## src/rtl/axi_wr_arbiter.sv

```systemverilog
// axi_wr_arbiter: shares one AXI4 slave write path (AW/W/B) between two
// masters. Ownership is granted per burst, round-robin, and held from the
// AW handshake through the B handshake. The slave-side WLAST comes from a
// beat counter loaded from AWLEN. The master's WLAST is only used to flag
// length mismatches.
module axi_wr_arbiter #(
  parameter int ADDR_WIDTH = 16,
  parameter int DATA_WIDTH = 32
) (
  input  logic                  ACLK,
  input  logic                  ARESTN,
  // master 0
  input  logic [ADDR_WIDTH-1:0] M0_AWADDR,
  input  logic [7:0]            M0_AWLEN,
  input  logic [2:0]            M0_AWSIZE,
  input  logic                  M0_AWVALID,
  output logic                  M0_AWREADY,
  input  logic [DATA_WIDTH-1:0] M0_WDATA,
  input  logic                  M0_WLAST,
  input  logic                  M0_WVALID,
  output logic                  M0_WREADY,
  output logic [1:0]            M0_BRESP,
  output logic                  M0_BVALID,
  input  logic                  M0_BREADY,
  // master 1
  input  logic [ADDR_WIDTH-1:0] M1_AWADDR,
  input  logic [7:0]            M1_AWLEN,
  input  logic [2:0]            M1_AWSIZE,
  input  logic                  M1_AWVALID,
  output logic                  M1_AWREADY,
  input  logic [DATA_WIDTH-1:0] M1_WDATA,
  input  logic                  M1_WLAST,
  input  logic                  M1_WVALID,
  output logic                  M1_WREADY,
  output logic [1:0]            M1_BRESP,
  output logic                  M1_BVALID,
  input  logic                  M1_BREADY,
  // slave
  output logic [ADDR_WIDTH-1:0] S_AWADDR,
  output logic [7:0]            S_AWLEN,
  output logic [2:0]            S_AWSIZE,
  output logic                  S_AWVALID,
  input  logic                  S_AWREADY,
  output logic [DATA_WIDTH-1:0] S_WDATA,
  output logic                  S_WLAST,
  output logic                  S_WVALID,
  input  logic                  S_WREADY,
  input  logic [1:0]            S_BRESP,
  input  logic                  S_BVALID,
  output logic                  S_BREADY,
  // status
  output logic                  GRANT,
  output logic                  BUSY,
  output logic                  LEN_ERR
);

  typedef enum logic [1:0] {IDLE, ADDR, DATA, RESP} state_t;

  state_t     state_q, state_d;
  logic       grant_q, grant_d;
  logic       last_grant_q, last_grant_d;
  logic [7:0] beat_cnt_q, beat_cnt_d;
  logic [7:0] len_q, len_d;
  logic       len_err_q, len_err_d;

  // Request-side signals of whichever master currently holds the grant.
  logic [ADDR_WIDTH-1:0] g_awaddr;
  logic [7:0]            g_awlen;
  logic [2:0]            g_awsize;
  logic                  g_awvalid;
  logic [DATA_WIDTH-1:0] g_wdata;
  logic                  g_wlast;
  logic                  g_wvalid;
  logic                  g_bready;

  logic       last_beat;
  logic       aw_hs, w_hs, b_hs;
  logic [1:0] awready, wready, bvalid;

  assign g_awaddr  = grant_q ? M1_AWADDR  : M0_AWADDR;
  assign g_awlen   = grant_q ? M1_AWLEN   : M0_AWLEN;
  assign g_awsize  = grant_q ? M1_AWSIZE  : M0_AWSIZE;
  assign g_awvalid = grant_q ? M1_AWVALID : M0_AWVALID;
  assign g_wdata   = grant_q ? M1_WDATA   : M0_WDATA;
  assign g_wlast   = grant_q ? M1_WLAST   : M0_WLAST;
  assign g_wvalid  = grant_q ? M1_WVALID  : M0_WVALID;
  assign g_bready  = grant_q ? M1_BREADY  : M0_BREADY;

  // The final beat is the one whose index equals the captured AWLEN.
  assign last_beat = (beat_cnt_q == len_q);
  assign aw_hs     = (state_q == ADDR) && g_awvalid && S_AWREADY;
  assign w_hs      = (state_q == DATA) && g_wvalid  && S_WREADY;
  assign b_hs      = (state_q == RESP) && S_BVALID  && g_bready;

  // State, grant, round-robin pointer, beat counter and error pulse registers
  always_ff @(posedge ACLK or negedge ARESTN) begin
    if (!ARESTN) begin
      state_q      <= IDLE;
      grant_q      <= 1'b0;
      last_grant_q <= 1'b1;   // so master 0 wins the first tie
      beat_cnt_q   <= '0;
      len_q        <= '0;
      len_err_q    <= 1'b0;
    end else begin
      state_q      <= state_d;
      grant_q      <= grant_d;
      last_grant_q <= last_grant_d;
      beat_cnt_q   <= beat_cnt_d;
      len_q        <= len_d;
      len_err_q    <= len_err_d;
    end
  end

  // Next state: arbitrate in IDLE, capture AWLEN on AW, count beats, release on B
  always_comb begin
    state_d      = state_q;
    grant_d      = grant_q;
    last_grant_d = last_grant_q;
    beat_cnt_d   = beat_cnt_q;
    len_d        = len_q;
    len_err_d    = 1'b0;
    case (state_q)
      IDLE: begin
        // Grant is registered here; AWREADY only follows once in ADDR.
        if (M0_AWVALID || M1_AWVALID) begin
          if (M0_AWVALID && M1_AWVALID) grant_d = ~last_grant_q;
          else                          grant_d = M1_AWVALID;
          state_d = ADDR;
        end
      end
      ADDR: begin
        // A master dropping AWVALID early just leaves us waiting here.
        if (aw_hs) begin
          len_d      = g_awlen;
          beat_cnt_d = '0;
          state_d    = DATA;
        end
      end
      DATA: begin
        if (w_hs) begin
          beat_cnt_d = beat_cnt_q + 8'd1;
          len_err_d  = (g_wlast != last_beat);
          // The counter, not the master's WLAST, ends the burst.
          if (last_beat) state_d = RESP;
        end
      end
      RESP: begin
        if (b_hs) begin
          last_grant_d = grant_q;
          state_d      = IDLE;
        end
      end
      default: state_d = IDLE;
    endcase
  end

  // Channel routing: only the active channel of the granted master is connected
  always_comb begin
    S_AWADDR  = '0;
    S_AWLEN   = '0;
    S_AWSIZE  = '0;
    S_AWVALID = 1'b0;
    S_WDATA   = '0;
    S_WLAST   = 1'b0;
    S_WVALID  = 1'b0;
    S_BREADY  = 1'b0;
    awready   = '0;
    wready    = '0;
    bvalid    = '0;
    M0_BRESP  = '0;
    M1_BRESP  = '0;
    case (state_q)
      ADDR: begin
        S_AWADDR         = g_awaddr;
        S_AWLEN          = g_awlen;
        S_AWSIZE         = g_awsize;
        S_AWVALID        = g_awvalid;
        awready[grant_q] = S_AWREADY;
      end
      DATA: begin
        S_WDATA         = g_wdata;
        S_WVALID        = g_wvalid;
        S_WLAST         = last_beat;
        wready[grant_q] = S_WREADY;
      end
      RESP: begin
        S_BREADY        = g_bready;
        bvalid[grant_q] = S_BVALID;
        if (grant_q) M1_BRESP = S_BRESP;
        else         M0_BRESP = S_BRESP;
      end
      default: ;
    endcase
  end

  assign M0_AWREADY = awready[0];
  assign M1_AWREADY = awready[1];
  assign M0_WREADY  = wready[0];
  assign M1_WREADY  = wready[1];
  assign M0_BVALID  = bvalid[0];
  assign M1_BVALID  = bvalid[1];

  assign GRANT   = grant_q;
  assign BUSY    = (state_q != IDLE);
  assign LEN_ERR = len_err_q;

endmodule

```

## config.mk

```make
export PLATFORM = sky130hd
export DESIGN_NAME = axi_wr_arbiter
export DESIGN_NICKNAME = d
export VERILOG_FILES = /design/src/rtl/axi_wr_arbiter.sv
export SDC_FILE = /design/constraint.sdc
export NUM_CORES = 1
export LEC_CHECK = 0
export ABC_AREA = 1
export CAP_MARGIN = 20
export CORE_MARGIN = 4
export CORE_UTILIZATION = 33
export DETAILED_ROUTE_END_ITERATION = 8
export PLACE_DENSITY = 0.95
export SLEW_MARGIN = 20
export SYNTH_ARGS = -nofsm -noshare
export SYNTH_HDL_FRONTEND = slang
export SYNTH_SLANG_ARGS = --single-unit
export TNS_END_PERCENT = 20
```

## constraint.sdc

```tcl
create_clock -name ACLK -period 2.8 [get_ports ACLK]
set_clock_uncertainty 0.05 [all_clocks]
set_input_delay 0.42 -clock ACLK [delete_from_list [all_inputs] [get_ports ACLK]]
set_output_delay 0.42 -clock ACLK [all_outputs]
set_load 0.05 [all_outputs]
```

Yosys cells after proc, flatten, opt, wreduce, memory -nomap -nowiden. Cells that the tools add are included.

Add/subtract/negate cells: 1. Mux-type cells: 37. Reductions and logical operators: 17. $lt $le $gt $ge: 2. Equal/unequal tests: 10. Bitwise operators: 4.

Operators by type and width (count): 32-bit 2-to-1 mux (2); 16-bit 2-to-1 mux (2); 8-bit 2-to-1 mux (4); 2-bit 2-to-1 mux (12); 8-bit one-hot mux with 2 select lines (1); 1-bit 2-to-1 mux (12); 2-bit != test, second input constant (5); 8-bit by 1-bit adder with 8-bit output, second input constant (1); 8-bit == test (1); 1-bit logical AND (8); 2-bit one-hot mux with 4 select lines (1); 2-bit AND (3); 3-bit 2-to-1 mux (2); 2-bit AND reduction (3); 5-bit AND reduction (1); 2-bit == test, second input constant (2); 2-bit nonzero test (2); 3-bit AND reduction (1); 2-bit by 1-bit == test with 1-bit output, second input constant (1); 2-bit logical NOT (1); 1-bit by 2-bit < comparator with 1-bit output, second input constant (1); 1-bit demux with 1-bit select (1); 1-bit >= comparator, second input constant (1); 1-bit logical OR (1); 2 further kinds (2).

Word-level logic and storage cells: 77. Output and inout bits: 76. Register bits: 21. Input bits: 133.

Logic depth before layout (Yosys ltp).
Depth after elaboration: 6. Mapped depth: 10.

Least setup slack after synthesis. OpenSTA, ideal clock, no wires.

Kind: reg2out. From: register grant_q (netlist: GRANT). To: output M1_AWREADY. Arrival: 2.350 ns. Cell stages (with the launch flop): 5. Path slack: -0.020 ns. Cell sequence: dfrtp_1 inv_1 buf_2 buf_1 nor3_1.

Longest elaborated chain between the ends: 6. Elaborated cells on any way between the ends: 7. Classes of those cells: 2 x order compare; 3 x mux; 1 x bitwise; 1 x reduce/logical.

Ends and longest elaborated chain: start, declared (RTL line 60) `logic grant_q, grant_d;`; start signal, assigned (RTL line 106) `grant_q <= grant_d;`; 1-bit by 2-bit < comparator with 1-bit output (not written as such) / 1-bit >= comparator (equally long branches) (RTL line 178) `awready[grant_q] = S_AWREADY;`; 1-bit logical AND (not written as such) (RTL line 178); 1-bit 2-to-1 mux (not written as such) (RTL line 178); 1-bit demux with 1-bit select * (RTL line 178); 2-bit AND (no source line) *; 2-bit 2-to-1 mux * (RTL line 172) `case (state_q)`; end, declared (RTL line 30) `output logic M1_AWREADY,`.

Mark *: on every way between the ends. The rest lies on a longest branch, timed or not.

Worst setup path after layout.
From: register state_q[0]. To: output M1_WREADY.

Longest elaborated chain between the ends: 2.

Ends and longest elaborated chain: start, declared (RTL line 59) `state_t state_q, state_d;`; start signal, assigned (RTL line 105) `state_q <= state_d;`; 2-bit == test (RTL line 172); 2-bit 2-to-1 mux (RTL line 172); end, declared (RTL line 34) `output logic M1_WREADY,`.

Every way passes these cells.

==> flow_metrics.env <==
export IMPL_p_switching_mw=2.809
export IMPL_combinationalPowerShare=0.841
export IMPL_maxSlewHeadroom=0.6595
export IMPL_setup_violations=0
export IMPL_cpPeakStageDelay_ns=0.43
export IMPL_numCtsBuffers=3
export IMPL_cts_setup_buffers=0
export IMPL_first_iter_violations=167
export IMPL_crit_type="reg2out"
export IMPL_synth_distinct_cells=27
export IMPL_drive_gt1_frac=0.1633
export IMPL_gr_usage_all_layers=0.2681
export IMPL_grt_pass1_wl_mm=17.68
export IMPL_syn_area_um2=2211
export IMPL_synth_xor_area_frac=0.01585
export IMPL_post_place_cells=661
export IMPL_start_util=0.3442
export IMPL_die_w_um=89.85
export IMPL_routedWlPerCell_um=16.60
export IMPL_cp_required_ns=2.33
export IMPL_clock_sinks=21
export IMPL_port_buffer_count=208
export IMPL_ys_flop_type="dfrtp_1"
export IMPL_hpwl_mm=9.180
export IMPL_route_detailed_drc=0
export IMPL_finalCritPeriodShare=0.9190
export IMPL_synth_top_cell_area_share=0.2264
export IMPL_area_delta_synth_final_pct=98.53
export IMPL_yosys_top_cells_count="125 x nor2_1, 84 x nand2_1, 61 x o21ai_0, 25 x inv_1, 20 x dfrtp_1"
export IMPL_worst_slew_pin_slew_ns=0.5091
export IMPL_p_per_area_nw_per_um2=1032
export IMPL_instances_no_fill=668
export IMPL_swShare=0.6202
export IMPL_clkLatencyLatePin_ns=0.27
export IMPL_synth_seq_area_share=0.2383
export IMPL_pwr_share_seq=0.113
export IMPL_crit_path_start_kind="flip-flop"
export IMPL_ant_nets=0
export IMPL_clk_path_buf_depth=2
export IMPL_critPathTopFamily="buffers and inverters"
export IMPL_htree_levels=1
export IMPL_timing_critical_path_slowest_stage_cell="dfrtp_1"
export IMPL_synth_largest_area_cell="dfrtp_1"
export IMPL_synth_edf_count=0
export IMPL_globalRouteOverflowTotal=0
export IMPL_place_gp_congestion=0.9073
export IMPL_yosysMostFrequentCell="nor2_1"
export IMPL_dr_total_vias=3348
export IMPL_final_nets=727
export IMPL_synthMuxAreaShare=0.03622
export IMPL_holdWs_ns=0.4525
export IMPL_yosys_warnings=0
export IMPL_path_clk_slew_ns=0.08
export IMPL_cp_cell_sequence="inv_1 -> ha_1 -> buf_4 -> clkinv_1 -> nor3_1 -> buf_12"
export IMPL_cp_max_fo=20
export IMPL_synth_top_family_by_area="simple AND/OR/NAND/NOR gates"
export IMPL_slew_viol_final=0
export IMPL_grt_antenna_before_repair=3
export IMPL_cts_repair_resized=0
export IMPL_hp_class="in2async"
export IMPL_synthAdderAreaFrac=0.02830
export IMPL_die_h_um=89.85
export IMPL_via_per_inst=5.012
export IMPL_grt_max_degree=48
export IMPL_post_route_min_period_ns=2.573
export IMPL_clockRootBuffer="clkbuf_8"
export IMPL_drt_pass1_iterations=4
export IMPL_fin_tns_setup_ns=0
export IMPL_internal_power_mw=1.721
export IMPL_status="finished clean"
export IMPL_grt_pass1_vias=3446
export IMPL_worst_path_buf_inv=4
export IMPL_routed_wl_mm=11.09
export IMPL_design_core_area_um2=6422
export IMPL_final_hold_viol_count=0
export IMPL_drv_cap=0
export IMPL_synth_nets=527
export IMPL_synthCells=389
export IMPL_peakVddDrop_v=0.0005401
export IMPL_clkPwrFrac=0.046
export IMPL_cts_tree="done"
export IMPL_power_leakage_nw=2.100
export IMPL_num_rows=29
export IMPL_num_io_pins=209
export IMPL_rsz0062_at_grt="no"
export IMPL_crit_path_end_kind="primary output"
export IMPL_syn_area_per_cell_um2=5.683
export IMPL_ctsHoldBuffers=0
export IMPL_die_area_um2=8073
export IMPL_synth_simple_area_share=0.4369
export IMPL_synth_compound_area_frac=0.1579
export IMPL_cp_arrival_ns=2.10
export IMPL_synth_area_leaders="dfrtp_1 23%, nor2_1 21%, nand2_1 14%"
export IMPL_async_reset_ff_frac=1.000
export IMPL_max_freq_ghz=0.3886
export IMPL_ys_ff_latch=21
metal layers:
metal	global-route usage	part of all wire
met1	0.2784	0.36
met2	0.5075	0.52
met5	0	0
met4	0.1097	0.045
met3	0.07095	0.077
worst reg2reg max path, cell delays in order (launching register included):
cell      delay (ns)
dfrtp_2         0.49
clkinv_1        0.08
buf_4           0.41
nand2_1         0.16
nand2_2         0.11
nand3_4         0.16
nand2_2         0.16
nand2_4         0.09
nor2_4          0.11
nand2_1         0.08
nand2_1         0.06
nand2_1         0.06
cell type report:
class | instances | area (µm²)
Antenna cell | 3 | 7.507
Clock buffer | 4 | 45.04
Fill cell | 532 | 2033
Inverter | 26 | 97.59
Multi-Input combinational cell | 321 | 1493
Sequential cell | 21 | 528.0
Tap cell | 77 | 96.34
Timing Repair Buffer | 216 | 2122
power groups by stage:
stage,Sequential [mW],Clock [mW],Combinational (mW)
floorplan,0.508,0,2.51
global placement,0.505,0,3.72
detailed placement,0.516,0,3.79
CTS,0.510,0.209,3.81
global route,0.528,0.221,4.06
finish,0.513,0.207,3.81
layout by cell type, fill, tap and decap left out:
cell type / netlist / routed
clkdlybuf4s50_1: 0 / 135
nor2_1: 125 / 125
nand2_1: 84 / 84
buf_4: 0 / 68
o21ai_0: 61 / 61
inv_1: 25 / 24
dfrtp_1: 20 / 19
nand3_1: 13 / 13
buf_12: 0 / 13
mux2i_1: 8 / 8
nor3_1: 5 / 5
ha_1: 5 / 5
nand2_2: 4 / 4
diode_2: 0 / 3
xnor2_1: 3 / 3
clkbuf_8: 0 / 3
clkinv_1: 1 / 2
a21oi_1: 2 / 2
nor2_4: 2 / 2
nand3b_1: 2 / 2
dfrtp_2: 0 / 1
a21boi_0: 1 / 1
nand3_4: 1 / 1
nand2_4: 1 / 1
o211ai_2: 1 / 1
a21oi_2: 1 / 1
xor2_1: 1 / 1
o21ai_1: 1 / 1
clkbuf_1: 11 / 1
dfstp_2: 1 / 1
worst paths after layout:
kind | start | endpoint | slack (ns) | depth (start not counted)
max | state_q[0] | M1_WREADY | 0.23 | 6
min | ARESTN | len_q[4] | 0.45 | 2
max reg2reg | GRANT | state_q[1] | 0.67 | 11
min reg2reg | last_grant_q | last_grant_q | 0.45 | 2
max in group asynchronous | ARESTN | last_grant_q | 1.97 | 2
min in group ACLK | last_grant_q | last_grant_q | 0.45 | 2
metrics by stage:
stage | util | worst slack, ns | total power, mW | cell area (µm²)
finish | 0.6834 | 0.2267 | 4.530 | 4389
global route | 0.6834 | 0.1360 | 4.809 | 4389
CTS | 0.6823 | 0.2914 | 4.525 | 4382
detailed placement | 0.6752 | 0.5918 | 4.310 | 4337
global placement | 0.6752 | 0.6569 | 4.229 | 4337
floorplan | - | -0.01968 | 3.017 | 2211
registers in the layout, indices dropped and copies added, names as in the netlist:
name / cells
state_q: 2
last_grant_q: 1
len_q: 8
LEN_ERR: 1
beat_cnt_q: 8
GRANT: 1
cells by family after synthesis:
kind of cell / Yosys count
flops: 21
compound gates: 67
simple gates: 237
fa+ha+maj: 5
xor+xnor: 4
buf+inv: 47
mux: 8
Note: power is estimated with default switching activity, not from simulation.
==> RTL edit: new RTL, same flow settings <==
Put one more register stage on the output `LEN_ERR`, cleared by the reset. The value now appears one clock later. The other outputs are not delayed to match.
--- a/src/rtl/axi_wr_arbiter.sv
+++ b/src/rtl/axi_wr_arbiter.sv
@@ -204,3 +204,9 @@
   assign BUSY    = (state_q != IDLE);
-  assign LEN_ERR = len_err_q;
+  always_ff @(posedge ACLK or negedge ARESTN) begin
+    if (!ARESTN) begin
+      LEN_ERR <= '0;
+    end else begin
+      LEN_ERR <= len_err_q;
+    end
+  end
 
Check against the original RTL: not equivalent (Yosys sat finds a counterexample within 4 cycles, from zero or initial values).
==> RTL edit against the unedited design <==
Routed wire length rose by 12%. Via count rose by 1.2%. Setup slack got worse by 0.022 ns. Sequential cell count rose by 1. Cell area rose by 17%. Total power rose by 23%. Area after synthesis rose by 1.0%.
==> RTL edit: results (changes against the unedited design) <==
* Post-DP HPWL at 10200 µm (+11%)
* Ant. Diodes at 0 (-3)
* Total Routing Usage GR at 0.293 (+0.0252)
* Number of global-route vias before repair at 3524 (+2.3%)
* Post-DR wirelength/cell at 18.8 µm (+13%)
* RR Startpoint: GRANT
* Biggest regs: beat_cnt_q: 8 flops, len_q: 8 flops, state_q: 2 flops
* Final net count at 722 (-0.69%)
* R2R depth at 8 (-3)
* Port Buffers at 208 (unchanged)
* Initial antenna violation count at 0 (-3)
* Placed Area at 5060 µm² (+17%)
* Buffer count from post-CTS setup fixing at 0 (unchanged)
* Pleak at 2.29 nW (+8.9%)
* Prevailing post-synth register cell: dfrtp_1
* Reg2reg setup slack at 0.71 ns (+0.04 ns)
* Iteration-0 DRC Markers at 177 (+6.0%)
* Worst VDD drop at 0.672 mV (+24%)
* Sequential-to-total area share from yosys stat at 0.247 (+0.00880)
* Syn nets at 525 (-0.38%)
* Final GP Congestion at 0.901 (-0.75%)
* Cts repair resizes at 0 (unchanged)
* Vias at 3388 (+1.2%)
* Post-synth ARST share at 1.00 (unchanged)
* Syn. warnings at 0 (unchanged)
* Root buffer cell: clkbuf_8
* R2r endpoint: beat_cnt_q[4]
* CP startpoint: state_q[0]
* Largest net degree at the start of global routing at 52 (+8.3%)
* Arr. time, crit path at 2.13 ns (+0.03 ns)
* H-Tree Depth at 1 (unchanged)
* CTS Buf Count at 3 (unchanged)
* End of the critical path: M1_WREADY
* First-pass DRT Iterations at 4 (unchanged)
* Hold crit path type: reg -> reg
* Fill cell count at 385 (-28%)
* Distinct cells, synth at 29 (+7.4%)
* First-pass GRT wire length at 19200 µm (+8.8%)
* Sw frac at 0.546 (-0.0745)
* CP Max Fanout at 39 (+95%)
* Outcome: finished, final reports clean
* Relative slew slack at 0.622 (-0.0373)
* Clock tree buffer depth at 2 (unchanged)
* Clk_lat worst skew at 0.27 ns (about the same)
* Layout cells sized above 1 at 0.163 (-0.000315)
* Clock-pin slew on the worst setup and hold paths at 0.08 ns (about the same)
* Synth area leaders: dfrtp_1 24%, nor2_1 21%, o21ai_0 14%
* Top cells by count, synth: 124 x nor2_1, 81 x nand2_1, 62 x o21ai_0
==> RTL edit: cell type report <==
type	count	area (µm²)	share of cell area
timing repair buffer	214	2840	0.553
multi-input combinational	317	1480	0.288
sequential	22	553	0.108
inverter	26	97.6	0.0190
tap	77	96.3	0.0188
clock buffer	3	41.3	0.00804
clock inverter	1	30.0	0.00585
==> RTL edit: worst max-delay path, stage by stage (launching register included) <==
cell and delay (ns):
dfrtp_1 0.43, inv_1 0.11, ha_1 0.17, buf_4 0.35, inv_1 0.25, nor3_1 0.36
buf_12 0.19
==> RTL edit: layer usage <==
layer  GRT usage  vias to the layer above  routed length, µm
met5           0                        -                  0
met2       0.567                      161               6700
met4       0.111                        0                503
met1       0.308                     1578               4350
met3      0.0608                       39                853
li1            -                     1610                  -
==> RTL edit: worst min-delay path by stage <==
stage	to	slack (ns)	cells past startpoint	start
finish	LEN_ERR	0.30	0	len_err_q
global route	LEN_ERR	0.31	0	len_err_q
CTS	LEN_ERR	0.31	0	len_err_q
detailed placement	LEN_ERR	0.30	0	len_err_q
global placement	LEN_ERR	0.29	0	len_err_q
floorplan	GRANT	0.07	0	ARESTN
==> RTL edit: cells by family after synthesis <==
family                   synth area share
AO/OA/AOI/OAI                       0.160
XOR/XNOR                           0.0157
adder cells (fa/ha/maj)            0.0280
buffers and inverters              0.0913
flip-flops                          0.247
multiplexers                       0.0359
AND/OR/NAND/NOR                     0.422
==> RTL edit: power by group through the flow <==
| stage | registers, W | logic (W) | clock network [W] |
|---|---|---|---|
| floorplan | 0.000526 | 0.00252 | 0 |
| global placement | 0.000530 | 0.00458 | 0 |
| detailed placement | 0.000543 | 0.00472 | 0 |
| CTS | 0.000538 | 0.00474 | 0.000300 |
| global route | 0.000558 | 0.00493 | 0.000316 |
| finish | 0.000541 | 0.00472 | 0.000300 |
==> RTL edit: per-stage QoR <==
step | std cells | power [W] | worst slack (ns) | utilization
2_1_floorplan | 387 | 0.00304 | 0.0433 | -
3_3_place_gp | 656 | 0.00511 | 0.477 | 0.784
4_1_cts | 660 | 0.00557 | 0.223 | 0.795
3_5_place_dp | 656 | 0.00526 | 0.452 | 0.784
6_report | 660 | 0.00556 | 0.205 | 0.795
5_1_grt | 660 | 0.00581 | 0.0409 | 0.795
